File: src/rtl/ex_type_pkg.sv
// ex_type_pkg: shared VeriRISC types.
//   opcode_t  - 3-bit instruction opcode held in the IR.
//   state_t   - eight-phase instruction-cycle state of controller_m.
//   is_aluop  - true for opcodes that read an operand and load the accumulator.
package ex_type_pkg;

   typedef enum logic [2:0] {
      HLT = 3'd0,
      SKZ = 3'd1,
      ADD = 3'd2,
      AND = 3'd3,
      XOR = 3'd4,
      LDA = 3'd5,
      STO = 3'd6,
      JMP = 3'd7
   } opcode_t;

   typedef enum logic [2:0] {
      INST_ADDR  = 3'd0,
      INST_FETCH = 3'd1,
      INST_LOAD  = 3'd2,
      IDLE       = 3'd3,
      OP_ADDR    = 3'd4,
      OP_FETCH   = 3'd5,
      ALU_OP     = 3'd6,
      STORE      = 3'd7
   } state_t;

   function automatic logic is_aluop(opcode_t op);
      return op inside {ADD, AND, XOR, LDA};
   endfunction

endpackage

File: src/rtl/controller_m_if.sv
// controller_m_if: decode inputs and strobe outputs of the sequencer.
//   opcode, zero          - from the IR / ALU into the controller.
//   mem_rd .. mem_wr      - strobes from the controller to the datapath.
//   slave  modport: controller side.  master modport: datapath / bench side.
interface controller_m_if;
   import ex_type_pkg::*;

   opcode_t opcode;
   logic    zero;
   logic    mem_rd;
   logic    load_ir;
   logic    halt;
   logic    inc_pc;
   logic    load_ac;
   logic    load_pc;
   logic    mem_wr;

   modport slave (
      input  opcode, zero,
      output mem_rd, load_ir, halt, inc_pc, load_ac, load_pc, mem_wr
   );

   modport master (
      output opcode, zero,
      input  mem_rd, load_ir, halt, inc_pc, load_ac, load_pc, mem_wr
   );

endinterface

File: src/rtl/controller_m.sv
// controller_m: VeriRISC instruction-sequencing FSM.
//   clk  - rising-edge clock.
//   rst  - asynchronous active-high reset; forces INST_ADDR with all strobes 0.
//   bus  - controller_m_if.slave: opcode/zero in, memory/IR/PC/AC strobes out.
// One instruction takes eight clocks. Strobes are combinational decodes of the
// registered state, so they are stable across the falling edge where the ALU
// updates. HLT parks the FSM in OP_ADDR until reset.
module controller_m
   import ex_type_pkg::*;
(
   input  logic           clk,
   input  logic           rst,
   controller_m_if.slave  bus
);

   state_t state, next_state;
   logic   halted, halted_nxt;
   logic   aluop;
   logic   mem_rd, load_ir, halt, inc_pc, load_ac, load_pc, mem_wr;

   always_ff @(posedge clk or posedge rst) begin
      if (rst) begin
         state  <= INST_ADDR;
         halted <= 1'b0;
      end else begin
         state  <= next_state;
         halted <= halted_nxt;
      end
   end

   always_comb begin
      aluop      = is_aluop(bus.opcode);
      next_state = INST_ADDR;
      halted_nxt = halted;
      mem_rd     = 1'b0;
      load_ir    = 1'b0;
      halt       = 1'b0;
      inc_pc     = 1'b0;
      load_ac    = 1'b0;
      load_pc    = 1'b0;
      mem_wr     = 1'b0;
      case (state)
         INST_ADDR:  next_state = INST_FETCH;
         INST_FETCH: begin
            mem_rd     = 1'b1;
            next_state = INST_LOAD;
         end
         INST_LOAD: begin
            mem_rd     = 1'b1;
            load_ir    = 1'b1;
            next_state = IDLE;
         end
         IDLE: begin
            mem_rd     = 1'b1;
            load_ir    = 1'b1;
            next_state = OP_ADDR;
         end
         OP_ADDR: begin
            // Once halted, a later opcode change must not release the FSM;
            // the sticky flag keeps it parked until rst.
            if (halted || bus.opcode == HLT) begin
               halt       = 1'b1;
               halted_nxt = 1'b1;
               next_state = OP_ADDR;
            end else begin
               inc_pc     = 1'b1;
               next_state = OP_FETCH;
            end
         end
         OP_FETCH: begin
            mem_rd     = aluop;
            next_state = ALU_OP;
         end
         ALU_OP: begin
            mem_rd     = aluop;
            load_ac    = aluop;
            inc_pc     = (bus.opcode == SKZ) && bus.zero;
            load_pc    = (bus.opcode == JMP);
            next_state = STORE;
         end
         STORE: begin
            mem_rd     = aluop;
            load_ac    = aluop;
            inc_pc     = (bus.opcode == JMP);
            load_pc    = (bus.opcode == JMP);
            mem_wr     = (bus.opcode == STO);
            next_state = INST_ADDR;
         end
         default:    next_state = INST_ADDR;
      endcase
   end

   assign bus.mem_rd  = mem_rd;
   assign bus.load_ir = load_ir;
   assign bus.halt    = halt;
   assign bus.inc_pc  = inc_pc;
   assign bus.load_ac = load_ac;
   assign bus.load_pc = load_pc;
   assign bus.mem_wr  = mem_wr;

endmodule

File: src/flat_wrapper.sv
// flat-port wrapper written by rule: the top's interface ports become plain ports
module controller_m_flat import ex_type_pkg::*;
  (clk, rst, bus_opcode, bus_zero, bus_mem_rd, bus_load_ir, bus_halt, bus_inc_pc, bus_load_ac, bus_load_pc, bus_mem_wr);
  controller_m_if bus_i ();
  input  logic clk;
  input  logic rst;
  input wire logic [$bits(bus_i.opcode)-1:0] bus_opcode;
  input wire logic [$bits(bus_i.zero)-1:0] bus_zero;
  output wire logic [$bits(bus_i.mem_rd)-1:0] bus_mem_rd;
  output wire logic [$bits(bus_i.load_ir)-1:0] bus_load_ir;
  output wire logic [$bits(bus_i.halt)-1:0] bus_halt;
  output wire logic [$bits(bus_i.inc_pc)-1:0] bus_inc_pc;
  output wire logic [$bits(bus_i.load_ac)-1:0] bus_load_ac;
  output wire logic [$bits(bus_i.load_pc)-1:0] bus_load_pc;
  output wire logic [$bits(bus_i.mem_wr)-1:0] bus_mem_wr;
  assign bus_i.opcode = bus_opcode;
  assign bus_i.zero = bus_zero;
  assign bus_mem_rd = bus_i.mem_rd;
  assign bus_load_ir = bus_i.load_ir;
  assign bus_halt = bus_i.halt;
  assign bus_inc_pc = bus_i.inc_pc;
  assign bus_load_ac = bus_i.load_ac;
  assign bus_load_pc = bus_i.load_pc;
  assign bus_mem_wr = bus_i.mem_wr;
  controller_m u_core (.clk(clk), .rst(rst), .bus(bus_i));
endmodule
File: config.mk
export PLATFORM = sky130hd
export DESIGN_NAME = controller_m_flat
export DESIGN_NICKNAME = d
export VERILOG_FILES = /design/src/rtl/ex_type_pkg.sv /design/src/rtl/controller_m_if.sv /design/src/rtl/controller_m.sv /design/src/flat_wrapper.sv
export SDC_FILE = /design/constraint.sdc
export NUM_CORES = 1
export LEC_CHECK = 0
export CAP_MARGIN = 20
export CORE_AREA = 2 2 39 41
export DETAILED_ROUTE_END_ITERATION = 16
export DIE_AREA = 0 0 41 43
export PLACE_DENSITY = 0.52
export SYNTH_ARGS = -nofsm -noshare
export SYNTH_HDL_FRONTEND = slang
export SYNTH_SLANG_ARGS = --single-unit
File: constraint.sdc
create_clock -name clk -period 1.7 [get_ports clk]
set_clock_uncertainty 0.2 [all_clocks]
set_input_delay 0.34 -clock clk [delete_from_list [all_inputs] [get_ports clk]]
set_output_delay 0.34 -clock clk [all_outputs]
set_load 0.05 [all_outputs]
==> results of run 1 <==
## power by group through the flow
stage | Clock, mW | Sequential (mW) | Combinational (mW)
floorplan | 0 | 0.161 | 0.494
global placement | 0 | 0.227 | 0.735
CTS | 0.123 | 0.232 | 0.801
finish | 0.118 | 0.231 | 0.818
global route | 0.135 | 0.241 | 0.855
detailed placement | 0 | 0.226 | 0.746
## cells in the final DEF, fill, tap and decap left out, drive strengths merged
cell type / count
xor2: 1
nand2: 3
a31o: 1
xnor2: 2
dfrtp: 4
o32ai: 1
a31oi: 2
and3: 1
nand3: 1
clkdlybuf4s15: 1
nor3b: 1
clkbuf: 3
nor3: 1
inv: 3
clkdlybuf4s50: 1
nand4: 1
a21oi: 1
nor2: 4
nor4b: 1
buf: 18
or2: 1
dlygate4sd2: 1
## stage by stage
| stage | instances | utilization [%] | area [sq um] | hold slack, ns | setup slack, ns |
|---|---|---|---|---|---|
| final | 69 | 45.1 | 624 | 0.0877 | -0.164 |
| after global routing | 69 | 45.1 | 624 | 0.105 | -0.221 |
| after CTS | 69 | 44.8 | 619 | 0.0892 | -0.178 |
| after detailed placement | 64 | 39.8 | 551 | 0.288 | -0.470 |
| after global placement | 64 | 39.8 | 551 | 0.266 | -0.459 |
| after floorplan | 32 | - | 309 | -0.0939 | -0.120 |
## logic make-up (layout without fill, tap and decap cells)
kind of cell / Yosys count / in the layout / share of synthesized area, %
flip-flops: 4 / 4 / 36.7
AND/OR/NAND/NOR: 14 / 14 / 28.9
buffers and inverters: 6 / 27 / 9.17
AO/OA/AOI/OAI: 5 / 5 / 15.6
XOR/XNOR: 3 / 3 / 9.63
## layout make-up
| type | instances | area share (%) |
|---|---|---|
| Tap cell | 16 | 3.21 |
| Sequential cell | 4 | 16.6 |
| Timing Repair Buffer | 21 | 41.9 |
| Multi-Input combinational cell | 22 | 32.9 |
| Inverter | 3 | 1.80 |
| Clock buffer | 3 | 3.61 |
## flip-flops by register name (all words and copies together) (netlist names)
signal         cells
u_core.halted      1
u_core.state       3
## how the worst max path moves through the flow
| stage | start | end | slack [ns] | cells past startpoint |
|---|---|---|---|---|
| 3_3_place_gp | bus_opcode[2] | bus_inc_pc | -0.46 | 6 |
| 6_report | u_core.state[0] | bus_inc_pc | -0.16 | 4 |
| 4_1_cts | u_core.state[0] | bus_inc_pc | -0.18 | 4 |
| 5_1_grt | u_core.state[0] | bus_inc_pc | -0.22 | 4 |
| 2_1_floorplan | u_core.state[2] | bus_mem_wr | -0.12 | 3 |
| 3_5_place_dp | bus_opcode[2] | bus_inc_pc | -0.47 | 6 |
## repair_timing
action,in CTS,in global routing
cloned,0,0
hold buffers,0,0
resized for setup,19,4
buffers inserted,2,0
pin swaps,4,1
endpoints found under the setup margin,7,6
hold endpoints to repair,0,0
## per-layer routing
| metal | vias to the layer above | GRT usage [%] | routed length [microns] |
|---|---|---|---|
| met5 | - | 0 | 0 |
| met4 | 0 | 8.00 | 0 |
| met3 | 0 | 3.14 | 32 |
| met2 | 8 | 14.1 | 403 |
| met1 | 148 | 10.9 | 276 |
| li1 | 152 | - | - |
==> reports/results.tsv, run 1 <==
stage	metric	value	unit
layout	fillers	136	
clock_tree	cts.sinks	4	
setup_path	r2r_start	u_core.state[1]	
flow_run	drv_cap	0	
clock_tree	clockRootBuffer	clkbuf_4	
synth	syn_inst	32	
setup_path	critPathArrivalTime	1.32	ns
setup_path	timing.rr.end	u_core.halted	
timing	fin_setup_tns	-0.379	ns
setup_path	cp_data_required_time	1.16	ns
clock_tree	cts_buffers	3	
pwr	p_clk_share	10.2	%
clock_tree	path_clk_slew	0.04	ns
setup_path	crit_chain	nor4b_2 > a31oi_1 > o32ai_4 > buf_12	
route	vias_per_cell	4.46	
setup_path	crit_path_max_incr_delay	0.44	ns
pwr	p_total	1.17	mW
pwr	switching_power	0.522	mW
clock_tree	cts_max_path_buffers	2	
route	wirelength	712	microns
timing	setup_ws	-0.164	ns
setup_path	critPathCaptureType	primary output	
synth	yosysWarnings	0	
synth	yosysUniqueCellTypes	19	
synth	ys_ff_latch	4	
layout	multi_input_area	205	sq um
floorplanning	dieArea	0.00176	sq mm
status	status	complete, but fails checks	
floorplanning	start_util	19.7	%
timing	finalCritPeriodShare	110	%
synth	synth_top_area_share	36.7	%
synth	yosysSeqAreaShare	36.7	%
pwr	netSwitchingFraction	44.7	%
timing	max_freq	0.536	GHz
floorplanning	core-area	0.00138	sq mm
floorplanning	die_h	43	microns
synth	synth-edff-count	0	
setup_path	cp-start-kind	flip-flop	
setup_path	crit_slowest_cell	dfrtp_2	
route	firstDrtPassIters	2	
layout	nets	61	
synth	synthArstFlopShare	100	%
pwr	power_frac_comb	70.1	%
route	drtIter0Drc	1	
global_routing	grt_first_pass_wirelength	1.10	mm
timing	setup_violations	3	
floorplanning	die_w	41	microns
place	port_buffers	12	
place	detailed_place_hpwl	551	microns
route	antenna_left	0	
global_routing	overflow	0	
layout	antenna_cells	0	
timing	worstMarginPinSlew	0.252	ns
clock_tree	cts_tree	yes	
clock_tree	clkLatencyLatePin	0.24	ns
synth	synthTopCellsByCount	dfrtp_1, nor2_1, inv_1, nand2_1	
timing	max_slew_margin	83.1	%
route	num_vias	308	
global_routing	track_usage	9.74	%
setup_path	critical_path_class	reg -> out	
setup_path	path_buf_inv	1	
timing	period_needed	1.86	ns
pwr	internal_power	0.646	mW
synth	synth_flop_cell	dfrtp_1	
layout	drive_above_1_share	66.0	%
layout	areaGrowthSynthToFinish	129	%
place	place_congestion	0.718	
pwr	p_leak	0.261	nW
timing	drv_slew	0	
timing	hold_violations	0	
status	violations	setup timing	
synth	yosysTopAreaCell	dfrtp_1	
synth	avgSynthCellArea	8.52	sq um
floorplanning	io_pins	13	
route	drc	0	
global_routing	grt_max_degree	7	
clock_tree	htreeDepth	1	
floorplanning	fp-row-count	14	
setup_path	rrSetupSlack	0.58	ns
synth	syn-num-nets	38	
hold_path	hold_path.class	in -> async	
pwr	seq_power_share	19.8	%
global_routing	antenna_found_initial	0	
pwr	power.density	1870	mW/mm^2
route	routedWlPerCell	10.3	microns
layout	seqCellArea	104	sq um
setup_path	cpLargestDelayFamily	flip-flops	
pwr	peakVddDrop	0.546	mV
global_routing	grt_pass1_vias	283	
synth	netlist_top_cells_area	dfrtp_1, xnor2_1, o32ai_2	
synth	netlist_area	273	sq um
setup_path	r2r_cells	2	
setup_path	worstPathMaxFanout	6	
timing	rsz0062_at_grt	yes	
Power figures use the tool's default switching activity.
==> run 2: changes to the inputs <==
- CTS_CLUSTER_SIZE: default -> 30
==> results of run 2 <==
Final layout, timing and power as in run 1 (identical DEF).
==> run 3: changes to the inputs <==
- TNS_END_PERCENT: default -> 30
==> reports/results.tsv, run 3 (same netlist as run 1, synthesis figures left out) <==
stage	metric	value	unit
status	status	complete, but fails checks	
status	violations	setup timing	
route	routedWlPerCell	11.2	microns
floorplanning	io_pins	13	
route	drtIter0Drc	1	
layout	multi_input_area	240	sq um
floorplanning	die_h	43	microns
place	dpl_worst_slack	-0.480	ns
global_routing	track_usage	12.1	%
layout	top_register	u_core.state	
layout	final_cell_mix	buf_12, buf_4, buf_6	
floorplanning	dieArea	0.00176	sq mm
pwr	p_total	1.24	mW
place	place_congestion	0.699	
timing	max_freq	0.543	GHz
setup_path	worstPathMaxFanout	4	
setup_path	crit_slowest_cell	dfrtp_1	
clock_tree	clockRootBuffer	clkbuf_4	
setup_path	path_buf_inv	2	
setup_path	cp-start-kind	flip-flop	
timing	worstMarginPinSlew	0.229	ns
layout	areaGrowthSynthToFinish	147	%
layout	layout_commonest_cell	buf_12	
timing	hold_violations	0	
timing	hold_ws	0.0877	ns
global_routing	grt_pass1_vias	353	
place	port_buffers	12	
setup_path	cpLargestDelayFamily	flip-flops	
layout	seqCellArea	101	sq um
setup_path	critPathCaptureType	primary output	
pwr	power.density	1840	mW/mm^2
timing	setup_ws	-0.141	ns
route	vias_per_cell	4.42	
clock_tree	clkLatencyLatePin	0.24	ns
layout	drive_above_1_share	72.7	%
pwr	p_leak	0.282	nW
place	placed_cell_area	546	sq um
timing	drv_slew	0	
floorplanning	fp-row-count	14	
route	wirelength	796	microns
setup_path	cp_data_required_time	1.16	ns
timing	max_slew_margin	84.6	%
layout	fillers	133	
timing	finalCritPeriodShare	108	%
layout	design_area	674	sq um
timing	setup_violations	4	
layout	reg_top3	u_core.state x3, u_core.halted x1	
route	firstDrtPassIters	2	
clock_tree	cts.sinks	4	
clock_tree	path_clk_slew	0.04	ns
setup_path	crit_path_max_incr_delay	0.41	ns
layout	finish.utilization	48.7	%
place	detailed_place_hpwl	545	microns
flow_run	drv_cap	0	
clock_tree	cts_tree	yes	
layout	nets	63	
route	num_vias	314	
floorplanning	core-area	0.00138	sq mm
hold_path	hold_path.class	in -> async	
layout	antenna_cells	0	
timing	period_needed	1.84	ns
floorplanning	start_util	19.7	%
clock_tree	htreeDepth	1	
setup_path	critPathArrivalTime	1.30	ns
route	drc	0	
clock_tree	cts_max_path_buffers	2	
timing	rsz0062_at_grt	yes	
floorplanning	die_w	41	microns
route	antenna_left	0	
global_routing	overflow	0	
global_routing	antenna_found_initial	0	
setup_path	crit_chain	buf_4 > a31oi_2 > o32ai_4 > buf_12	
global_routing	grt_max_degree	8	
layout	largest_reg_flops	3	
setup_path	critical_path_class	reg -> out	
global_routing	grt_first_pass_wirelength	1.44	mm
pwr	peakVddDrop	0.552	mV
clock_tree	cts_buffers	3	
-- run 3: layout make-up --
type                    instances  share of cell area [%]
clock buffers                   3                    3.34
inverters                       3                    1.67
multi-input cells              22                    35.6
flip-flops and latches          4                    15.0
well taps                      16                    2.97
repair buffers                 23                    41.4
-- run 3: routing by layer --
layer / vias to the layer above / global-route usage (%) / wire length, microns
li1: 155 / - / -
met1: 151 / 14.1 / 308
met2: 8 / 19.4 / 443
met3: 0 / 3.14 / 44
met4: 0 / 6.00 / 0
met5: - / 0 / 0
-- run 3: worst paths after layout --
check	startpoint	end	slack, ns	depth (start not counted)
setup / recovery	u_core.state[0]	bus_inc_pc	-0.14	4
hold / removal	rst	u_core.halted	0.09	2
setup reg to reg	u_core.state[0]	u_core.halted	0.53	3
hold reg to reg	u_core.halted	u_core.halted	0.27	1
max in group asynchronous	rst	u_core.state[1]	1.05	2
min in group clk	u_core.halted	u_core.halted	0.27	1
-- run 3: power breakdown --
| part | internal (mW) | total (mW) | switching [mW] |
|---|---|---|---|
| clock | 0.0791 | 0.120 | 0.0407 |
| sequential | 0.150 | 0.214 | 0.0643 |
| combinational | 0.451 | 0.909 | 0.459 |
-- run 3: worst register-to-register path: stages (launching register included) --
cell,delay [ns]
dfrtp_1,0.41
buf_4,0.18
nor2_4,0.05
a31o_2,0.23
-- run 3: repair_timing --
action / in CTS / in global routing
endpoints found under the setup margin: 7 / 7
gates resized for setup: 23 / 9
hold buffers: 0 / 0
pin swaps: 4 / 4
setup buffers: 1 / 1
-- run 3: stage by stage --
stage	instances	TNS, ns
after CTS	70	-0.499
after global routing	71	-0.683
after global placement	66	-2.44
after detailed placement	66	-2.36
after floorplan	32	-0.790
final	71	-0.401
